## src/rtl/jam_cost_arbiter.sv

```systemverilog
`default_nettype none
// ============================================================================
// Module   : jam_cost_arbiter
// Purpose  : Shares one worker/job cost table (1-cycle read latency) between
//            two permutation-search engines. Round-robin arbitration with
//            locked bursts keeps one engine's lookups for a permutation
//            contiguous. Each returned cost is routed back to the engine that
//            issued the lookup.
// Ports    : CLK, RST        clock, asynchronous active-high reset
//            reqN/lockN      engine N lookup request / more beats follow
//            wN/jN           engine N worker / job index
//            gntN            engine N lookup issued this cycle (combinational)
//            rvalidN/rdataN  cost for engine N's previous-cycle lookup
//            W/J, Cost       cost table address out, data in (1 cycle later)
//            busy_cnt        saturating count of cycles with a denied request
// Revision : 1.0  initial release
// ============================================================================
module jam_cost_arbiter #(
  parameter int IDX_W     = 3,
  parameter int COST_W    = 7,
  parameter int BURST_MAX = 8
) (
  input  logic              CLK,
  input  logic              RST,
  input  logic              req0,
  input  logic              lock0,
  input  logic [IDX_W-1:0]  w0,
  input  logic [IDX_W-1:0]  j0,
  output logic              gnt0,
  output logic              rvalid0,
  output logic [COST_W-1:0] rdata0,
  input  logic              req1,
  input  logic              lock1,
  input  logic [IDX_W-1:0]  w1,
  input  logic [IDX_W-1:0]  j1,
  output logic              gnt1,
  output logic              rvalid1,
  output logic [COST_W-1:0] rdata1,
  output logic [IDX_W-1:0]  W,
  output logic [IDX_W-1:0]  J,
  input  logic [COST_W-1:0] Cost,
  output logic [15:0]       busy_cnt
);

  localparam logic [1:0] IDLE = 2'd0;
  localparam logic [1:0] OWN0 = 2'd1;
  localparam logic [1:0] OWN1 = 2'd2;

  localparam logic [3:0] BURST_LIM = 4'(BURST_MAX);

  logic [1:0]  state_q,    state_d;
  logic        rr_ptr_q,   rr_ptr_d;
  logic [3:0]  beat_cnt_q, beat_cnt_d;
  logic [1:0]  tag_q,      tag_d;
  logic [15:0] busy_q,     busy_d;

  logic gnt0_raw;
  logic gnt1_raw;
  logic denied;

  // Next-state / grant decision. Grants are computed ungated here and forced
  // low below while RST is asserted.
  always_comb begin
    state_d    = state_q;
    rr_ptr_d   = rr_ptr_q;
    beat_cnt_d = beat_cnt_q;
    gnt0_raw   = 1'b0;
    gnt1_raw   = 1'b0;

    case (state_q)
      IDLE: begin
        // Contention resolved by rr_ptr; a lone requester always wins.
        if (req0 && (!req1 || !rr_ptr_q)) begin
          gnt0_raw = 1'b1;
        end else if (req1) begin
          gnt1_raw = 1'b1;
        end

        if (gnt0_raw) begin
          // The first beat of a burst counts toward the limit, so a limit of
          // one with the other engine waiting degenerates to a single beat.
          if (lock0 && !(req1 && (BURST_LIM <= 4'd1))) begin
            state_d    = OWN0;
            beat_cnt_d = 4'd1;
          end else begin
            rr_ptr_d = 1'b1;
          end
        end else if (gnt1_raw) begin
          if (lock1 && !(req0 && (BURST_LIM <= 4'd1))) begin
            state_d    = OWN1;
            beat_cnt_d = 4'd1;
          end else begin
            rr_ptr_d = 1'b0;
          end
        end
      end

      OWN0: begin
        // A dropped req0 is a bubble; ownership is kept while lock0 holds.
        gnt0_raw = req0;
        if (req0 && (beat_cnt_q < BURST_LIM)) begin
          beat_cnt_d = beat_cnt_q + 4'd1;
        end
        if (!lock0 || ((beat_cnt_d >= BURST_LIM) && req1)) begin
          state_d  = IDLE;
          rr_ptr_d = 1'b1;
        end
      end

      OWN1: begin
        gnt1_raw = req1;
        if (req1 && (beat_cnt_q < BURST_LIM)) begin
          beat_cnt_d = beat_cnt_q + 4'd1;
        end
        if (!lock1 || ((beat_cnt_d >= BURST_LIM) && req0)) begin
          state_d  = IDLE;
          rr_ptr_d = 1'b0;
        end
      end

      default: begin
        state_d = IDLE;
      end
    endcase
  end

  assign gnt0 = gnt0_raw & ~RST;
  assign gnt1 = gnt1_raw & ~RST;

  assign W = gnt1 ? w1 : (gnt0 ? w0 : '0);
  assign J = gnt1 ? j1 : (gnt0 ? j0 : '0);

  // The tag remembers who issued last cycle's lookup so the table data can
  // be steered to the right engine when it arrives.
  assign tag_d = {gnt1, gnt0};

  assign denied = (req0 & ~gnt0) | (req1 & ~gnt1);
  assign busy_d = (denied && (busy_q != 16'hFFFF)) ? busy_q + 16'd1 : busy_q;

  always_ff @(posedge CLK or posedge RST) begin
    if (RST) begin
      state_q    <= IDLE;
      rr_ptr_q   <= 1'b0;
      beat_cnt_q <= 4'd0;
      tag_q      <= 2'b00;
      busy_q     <= 16'd0;
    end else begin
      state_q    <= state_d;
      rr_ptr_q   <= rr_ptr_d;
      beat_cnt_q <= beat_cnt_d;
      tag_q      <= tag_d;
      busy_q     <= busy_d;
    end
  end

  assign rvalid0  = tag_q[0];
  assign rvalid1  = tag_q[1];
  assign rdata0   = tag_q[0] ? Cost : '0;
  assign rdata1   = tag_q[1] ? Cost : '0;
  assign busy_cnt = busy_q;

endmodule
`default_nettype wire

```

## config.mk

```make
export PLATFORM = sky130hd
export DESIGN_NAME = jam_cost_arbiter
export DESIGN_NICKNAME = d
export VERILOG_FILES = /design/src/rtl/jam_cost_arbiter.sv
export SDC_FILE = /design/constraint.sdc
export NUM_CORES = 1
export LEC_CHECK = 0
export ABC_AREA = 1
export CORE_ASPECT_RATIO = 2
export CORE_MARGIN = 3
export CORE_UTILIZATION = 43
export CTS_BUF_LIST = sky130_fd_sc_hd__clkbuf_4 sky130_fd_sc_hd__clkbuf_8
export CTS_CLUSTER_DIAMETER = 60
export DETAILED_ROUTE_END_ITERATION = 10
export PLACE_DENSITY = 0.77
export SYNTH_ARGS = -nofsm -noshare
export SYNTH_HDL_FRONTEND = slang
export SYNTH_SLANG_ARGS = --single-unit
```

## constraint.sdc

```tcl
create_clock -name CLK -period 2.4 [get_ports CLK]
set_input_delay 0.72 -clock CLK [delete_from_list [all_inputs] [get_ports CLK]]
set_output_delay 0.72 -clock CLK [all_outputs]
set_load 0.01 [all_outputs]
```

* After elaboration in Yosys (flattened, before gate mapping)
Index checks and enable logic that the tools add are counted.
Operators by class: add/sub/neg operators 2, multiply operators 0, div/mod/pow operators 0, magnitude comparators 3, equal/unequal tests 10, shift-type cells 0, mux-type cells 36, bitwise gates (word level) 8, reductions and logical operators 18
Operators by type and width (number):
- $mux W4 | 8
- $add A16 B1 Y16 const B | 1
- $ne A16 B16 Y1 const B | 1
- $ne A3 B3 Y1 const B | 5
- $mux W7 | 2
- $mux W2 | 6
- $mux W3 | 4
- $pmux W4 S3 | 1
- $mux W1 | 11
- $ge A4 B4 Y1 const B | 2
- $logic_and A1 B1 Y1 | 6
- $pmux W2 S3 | 1
- $reduce_and A6 Y1 | 1
- $reduce_and A5 Y1 | 1
- $add A4 B1 Y4 const B | 1
- $and A1 B1 Y1 | 4
- $logic_not A1 Y1 | 4
- $lt A4 B4 Y1 const B | 1
- $ne A2 B2 Y1 const B | 2
- $pmux W1 S2 | 2
- $reduce_and A4 Y1 | 1
- $logic_or A1 B1 Y1 | 3
- $not A1 Y1 | 3
- $pmux W1 S3 | 1
- other kinds (5) | 5
Storage, ports and cells: flip-flop bits (word level) 25, bits in latches 0, memory bits (writable) 0, bits in read-only memories 0, bits of input ports 25, word-level logic and storage cells 82, memories kept 0

* Depth between registers and ports, before layout
Gate-level depths: netlist of the first run.
depth after elaboration 11, depth in mapped cells 12

* Worst setup path before layout of the first run
Ideal clock, no wire load.
kind in2out, start input port RST, end output port J[0], arrival 1.886 ns, required time 1.680 ns, slack -0.206 ns, stages on the path 5, path buffers 0, path through inv_1 nand3_4 inv_1 nand2_1 nand2_1
Between the ends: elaborated cells between the ends (all ways) 5, those cells by class mux: 2; bitwise: 3
RTL lines:
- start: declaration | RTL line 24 | input logic RST,
- $not A1 Y1 | RTL line 128 | assign gnt1 = gnt1_raw & ~RST;
- $and A1 B1 Y1 | RTL line 128
- named net gnt1 | RTL line 36 | output logic gnt1,
- $mux W3 | RTL line 131 | assign J = gnt1 ? j1 : (gnt0 ? j0 : '0);
- end: declaration | RTL line 40 | output logic [IDX_W-1:0] J,
The timed path passes the listed nets, and every way through them passes these cells.

* Worst setup path in the final report of the first run
start register state_q[0], end output port W[0]
Between the ends: word-level cells in the longest chain between the ends 5, elaborated cells between the ends (all ways) 9, those cells by class eq/ne: 2; mux: 4; bitwise: 2; reduce/logical: 1
RTL lines:
- start: declaration | RTL line 51 | logic [1:0] state_q, state_d;
- start signal: assignment | RTL line 148 | state_q <= state_d;
- $eq A2 B1 Y1 or $logic_not A2 Y1 (tied branches) | RTL line 70 | case (state_q)
- $pmux W1 S2 | RTL line 70
- $and A1 B1 Y1 | RTL line 127 | assign gnt0 = gnt0_raw & ~RST;
- $mux W3 | RTL line 130 | assign W = gnt1 ? w1 : (gnt0 ? w0 : '0);
- $mux W3 * | RTL line 130
- end: declaration | RTL line 39 | output logic [IDX_W-1:0] W,
Mark *: on every way between the ends. The rest lies on a longest branch, timed or not.

==> flow_summary.yaml, run 1 <==
yosys:
  yosysTopAreaCellShare_pct: 31.39
  synth_cell_types: 29
  yosysMostFrequentCell: "nand2_1"
  synth-async-reset-ratio_pct: 100.0
  syn_nets: 328
  ys_warn_count: 0
  post-synth-top-area-cell: "dfrtp_1"
  synth_cells: 298
  synth-edff-count: 0
  synth_ff_type: "dfrtp_1"
  synth.avg_cell_area_sq_um: 6.688
  synth_top_cells_by_count: "112 x nand2_1, 46 x inv_1, 33 x nand3_1"
  syn-cell-area_sq_mm: 0.001993
  ys_top_cells_by_area: "dfrtp_1 31%, nand2_1 21%, inv_1 8.7%"
  ys_seq_area_share_pct: 31.39
  ys_seq_elements: 25
timing:
  hold_viol_final: 0
  period_share_pct: 102.8
  max_freq_ghz: 0.4052
  hold_ws_ps: 558.4
  slew_headroom_pct: 73.50
  setup_ws_ps: -67.78
  maxSlewViolCount: 0
  worst_pin_slew_ps: 396.1
  setup_viol: 6
  rsz0062_at_grt: "yes"
  clock_skew_ps: 7.328
  finalCriticalPeriod_ps: 2468
finish:
  antenna_cells: 0
  finalNonFillerCells: 443
  register_area_sq_um: 625.6
  multi_input_area_sq_mm: 0.001205
  syn2layout_area_growth_pct: 49.72
  fillCellCount: 395
  fin_nets: 420
  final_util_pct: 67.45
  layout-drive-gt1-share_pct: 19.28
  stdcell_area_sq_mm: 0.002984
status:
  status: "finished with violations"
  violations: "negative setup slack"
die:
  die_w_um: 54.14
  boundaryPins: 65
  start_util_pct: 45.05
  dieHeight_um: 102.3
  core_area_sq_mm: 0.004424
  fp.dieArea_sq_mm: 0.005537
  floorplan.rows: 34
drt:
  wl_per_cell_um: 13.26
  dr.pass1.iters: 4
  vias: 2241
  antenna_left: 0
  viasPerCell: 5.059
  drc: 0
  drtIter0Drc: 69
  wl_mm: 5.872
worst_setup_path:
  reg2reg_from: "state_q[0]"
  cp_num_buf_inv: 5
  crit_fanout: 3
  startpoint: "state_q[0]"
  cp-start-kind: "flip-flop"
  critPathCaptureType: "output port"
  cp_slowest_cell: "dfrtp_1"
  cp_common_cell: "buf_6"
  crit_family: "buffers and inverters"
  critPathMaxStageDelay_ps: 400
  worstSetupPathType: "reg -> out"
  critPathRequiredTime_ps: 1680
  worstPathCellList: "inv_2, ha_4, buf_6, nand3_4, a21oi_4, buf_6, buf_6, nand3_2, nand2_1, buf_2"
  arrival_ps: 1750
global_routing:
  grt_busiest_layer: "met2"
  grt-ovfl-total: 0
  grt.met2_usage_pct: 47.00
  grt_pass1_wl_mm: 9.742
  grt_usage_pct: 22.97
  grt_max_degree: 26
  grt_pass1_vias: 2217
  gr-usage-met3_pct: 1.606
  grt_antenna_before_repair: 0
  grtUsageMet1_pct: 22.50
placed_design:
  dp_slack_ps: -790.5
  place_area_sq_mm: 0.002798
  dp.final_hpwl_mm: 4.524
  gp_congestion: 0.8714
  dp.cells: 427
  io_buffer_count: 64
clocking:
  cts_buffer_depth: 2
  h-tree-depth: 1
  clk_pin_slew_worst_paths_ps: 90
  insertion_delay_ps: 270
  cts_tree: "yes"
  ctsHoldBuffers: 0
  clock-sinks: 25
  root_buffer: "clkbuf_8"
  cts_buffers: 3
pwr:
  power_frac_clock_pct: 11.6
  power.density_mw_per_mm2: 736.3
  p_seq_share_pct: 29.9
  p_leak_uw: 0.001643
  p_switching_uw: 932.5
  combinationalPowerShare_pct: 58.5
  swShare_pct: 42.44
  vdd_drop_max_mv: 0.5334
  p_int_uw: 1265
hold_path:
  hold_class: "reg -> reg"
  hp-start: "rr_ptr_q"
run:
  maxCapViolCount: 0
stage by stage:
| step | setup TNS [ps] | power, uW |
|---|---|---|
| detailed placement | -9111 | 1809 |
| global placement | -8455 | 1779 |
| global route | -800.2 | 2366 |
| finish | -259.8 | 2197 |
| floorplan | 0 | 1288 |
| CTS | -197.3 | 2168 |
cells by family after synthesis:
logic type,Yosys count,synth area share [%]
AO/OA/AOI/OAI,15,5.084
XOR/XNOR,11,4.834
adder cells (fa/ha/maj),5,3.139
buffers and inverters,53,11.05
flip-flops,25,31.39
AND/OR/NAND/NOR,189,44.51
layout by cell type, fill, tap and decap left out, types with 8 or more instances in the layout:
master,count
buf_2,8
buf_4,14
nand4_1,11
dfrtp_1,25
buf_6,15
clkdlybuf4s50_1,39
nand2_2,8
nand3_1,30
dlygate4sd2_1,14
nand2_1,108
inv_1,41
nor2_1,13
path summary, 6_finish.rpt:
path                                 to  slack (ps)  cells past startpoint
setup / recovery                   W[0]         -70                     10
hold / removal                 rr_ptr_q         560                      2
setup reg to reg           busy_cnt[10]         480                     14
hold reg to reg                rr_ptr_q         560                      2
max in group asynchronous   busy_cnt[9]        1450                      4
min in group asynchronous      tag_q[1]         690                      4
worst reg2reg max path: stages (launching register included):
cell and delay (ps):
dfrtp_1 400, inv_2 100, ha_4 170, buf_6 100, nand3_4 60, a21oi_4 170
buf_6 130, buf_6 100, buf_4 110, inv_2 30, nand2_2 60, nand2_4 70
buf_12 150, nand3_1 80, nand2_1 70
area by class of cell:
type                            count  share of cell area (%)
Multi-Input combinational cell    220                   40.38
Timing Repair Buffer               92                   28.55
Sequential cell                    25                   20.96
Inverter                           48                   6.289
Tap cell                           54                   2.264
Clock buffer                        3                   1.384
Clock inverter                      1                  0.1677
power groups by stage:
stage                     Combinational, uW  Sequential [uW]  Clock (uW)
after floorplan                         634              654           0
after global placement                 1120              656           0
after detailed placement               1150              660           0
after CTS                              1250              656         259
after global routing                   1410              675         278
final                                  1280              658         255
registers in the layout, indices dropped and copies added, names as in the netlist:
register / count
busy_cnt: 16
state_q: 2
beat_cnt_q: 4
rr_ptr_q: 1
tag_q: 2
layer usage:
layer	part of all wire (%)	routed length, um
met1	36	2114
met2	59	3476
met3	2.7	158
met4	2.1	122
met5	0	0
repair_timing:
action / in CTS / in global routing
buffers inserted: 11 / 1
cloned: 0 / 0
endpoints found under the setup margin: 22 / 8
gates resized for setup: 76 / 13
pin swaps: 11 / 6
(Power assumes the default switching activity.)
==> inputs of run 2 (changes only) <==
ABC_AREA = 0   (was 1)
CORE_UTILIZATION = 41   (was 43)
CTS_CLUSTER_DIAMETER = not set   (was 60)
==> run 2 against run 1 <==
Against the previous run: critical path type unchanged; global-route usage decreased by 2.7 points; total power up 5.4%; highest routed layer unchanged; cell count fell by 30%; clock skew barely moved; die area shrank 11%; core utilization is 1.5 points higher; the flow still finishes with violations (negative setup slack).
==> flow_summary.yaml, run 2 <==
drt:
  drtIter0Drc: 48
  wl_mm: 4.676
  antenna_left: 0
  vias: 1687
  viasPerCell: 5.424
  wl_per_cell_um: 15.04
  dr.pass1.iters: 4
  drc: 0
timing:
  finalCriticalPeriod_ps: 2602
  worst_pin_slew_ps: 446.3
  rsz0062_at_grt: "yes"
  period_share_pct: 108.4
  max_freq_ghz: 0.3843
  slew_headroom_pct: 70.25
  hold_viol_final: 0
  clock_skew_ps: 7.598
  setup_ws_ps: -202.3
  setup_viol: 6
  maxSlewViolCount: 0
worst_setup_path:
  arrival_ps: 1880
  cp-start-kind: "flip-flop"
  critPathCaptureType: "output port"
  crit_family: "buffers and inverters"
  cp_num_buf_inv: 5
  reg2reg_slack_ps: 310
  crit_fanout: 5
  worstSetupPathType: "reg -> out"
  critPathRequiredTime_ps: 1680
  cp_slowest_cell: "dfrtp_1"
  critPathMaxStageDelay_ps: 410
  cp_common_cell: "buf_6"
  worstPathCellList: "buf_6, ha_4, a21oi_4, nor3_4, buf_6, buf_6, buf_4, a22o_1, buf_2"
yosys:
  synth_top_cells_by_count: "25 x dfrtp_1, 16 x and2_1, 13 x nand2_1"
  syn-cell-area_sq_mm: 0.001682
  synth_ff_type: "dfrtp_1"
  synth-async-reset-ratio_pct: 100.0
  ys_seq_area_share_pct: 37.20
  syn_nets: 200
  synth_cell_types: 43
  yosysTopAreaCellShare_pct: 37.20
  synth.avg_cell_area_sq_um: 9.892
  synth_cells: 170
  post-synth-top-area-cell: "dfrtp_1"
  yosysMostFrequentCell: "dfrtp_1"
  ys_seq_elements: 25
  ys_warn_count: 0
  synth-edff-count: 0
  ys_top_cells_by_area: "dfrtp_1 37%, a2111oi_4 6.5%, xnor2_1 6.2%"
finish:
  layout-drive-gt1-share_pct: 25.38
  final_cell_mix: "39 x clkdlybuf4s50_1, 25 x dfrtp_1, 22 x buf_4, 16 x and2_1, 14 x dlygate4sd2_1"
  syn2layout_area_growth_pct: 59.30
  antenna_cells: 0
  final_util_pct: 68.98
  largest_reg_flops: 16
  fin_nets: 291
  finalNonFillerCells: 311
  final_common_cell: "clkdlybuf4s50_1"
clocking:
  ctsHoldBuffers: 0
  root_buffer: "clkbuf_8"
  clock-sinks: 25
  h-tree-depth: 1
  cts_tree: "yes"
  cts_buffers: 3
  insertion_delay_ps: 280
  clk_pin_slew_worst_paths_ps: 100
  cts_buffer_depth: 2
pwr:
  finalPower_uw: 2316
  power.density_mw_per_mm2: 864.4
  p_leak_uw: 0.001171
  vdd_drop_max_mv: 1.077
global_routing:
  grt_pass1_wl_mm: 7.762
  grt_antenna_before_repair: 0
  grt_pass1_vias: 1727
  grt_max_degree: 22
  grt_usage_pct: 20.32
  grt-ovfl-total: 0
status:
  status: "finished with violations"
  violations: "negative setup slack"
placed_design:
  dp.cells: 297
  dp.final_hpwl_mm: 3.540
  dp_slack_ps: -878.2
  gp_congestion: 0.8949
  io_buffer_count: 64
die:
  dieHeight_um: 96.57
  start_util_pct: 43.30
  boundaryPins: 65
  floorplan.rows: 32
  core_area_sq_mm: 0.003884
  fp.dieArea_sq_mm: 0.004953
  die_w_um: 51.29
run:
  maxCapViolCount: 0
hold_path:
  hold_class: "reg -> reg"
[run 2: cell types whose count changed in the layout (fill, tap and decap cells not counted), moves of 5 or more]
cell,change
and2_1,+15
buf_6,-10
a22o_1,+7
inv_1,-34
nand3_1,-21
nor2_1,-6
nand2_1,-96
xnor2_1,+7
nand4_1,-5
buf_4,+8
nand2_2,-8
[run 2: final cells by class]
class,instances,area [sq um]
clock buffers,3,41.29
flip-flops and latches,25,625.6
clock inverters,1,8.758
repair buffers,92,825.8
multi-input cells,130,1080
inverters,9,33.78
well taps,51,63.81
fillers,329,1205
[run 2: per-stage QoR]
stage	TNS (ps)	instance area [sq um]	hold WS [ps]
finish	-792.1	2679	534.4
global route	-1566	2679	558.5
CTS	-804.4	2668	537.4
detailed placement	-12830	2546	517.8
global placement	-12350	2546	511.5
floorplan	0	1735	498.4
[run 2: power by group]
| part | leakage [uW] | internal, uW | switching (uW) |
|---|---|---|---|
| clock network | 0.0000261 | 122 | 152 |
| logic | 0.000826 | 740 | 623 |
| registers | 0.000319 | 534 | 145 |
[run 2: final timing paths]
check	startpoint	to	cells past startpoint
min reg2reg	busy_cnt[11]	busy_cnt[11]	1
max in group asynchronous	RST	beat_cnt_q[3]	4
min	busy_cnt[11]	busy_cnt[11]	1
max	state_q[1]	W[1]	9
min in group asynchronous	RST	tag_q[0]	3
max reg2reg	state_q[1]	busy_cnt[1]	7
[run 2: layer usage]
metal | wire length, um | part of all wire (%) | global-route usage [%]
met2 | 2541 | 54 | 37.07
met5 | 0 | 0 | 0
met4 | 92 | 2.0 | 8.534
met3 | 322 | 6.9 | 4.455
met1 | 1719 | 37 | 22.15
[run 2: kinds of logic (layout without fill, tap and decap cells)]
logic type / after synthesis / in the layout / share of synthesized area (%)
AO/OA/AOI/OAI: 42 / 42 / 23.81
flip-flops: 25 / 25 / 37.20
buffers and inverters: 15 / 105 / 3.720
adder cells (fa/ha/maj): 5 / 5 / 3.720
XOR/XNOR: 15 / 15 / 7.813
AND/OR/NAND/NOR: 66 / 66 / 22.17
multiplexers: 2 / 2 / 1.562
[run 2: what timing repair did]
action	CTS	global route
setup endpoints to repair	22	8
gates cloned	0	0
pin swaps	3	2
gates resized for setup	65	2
setup buffers	10	0
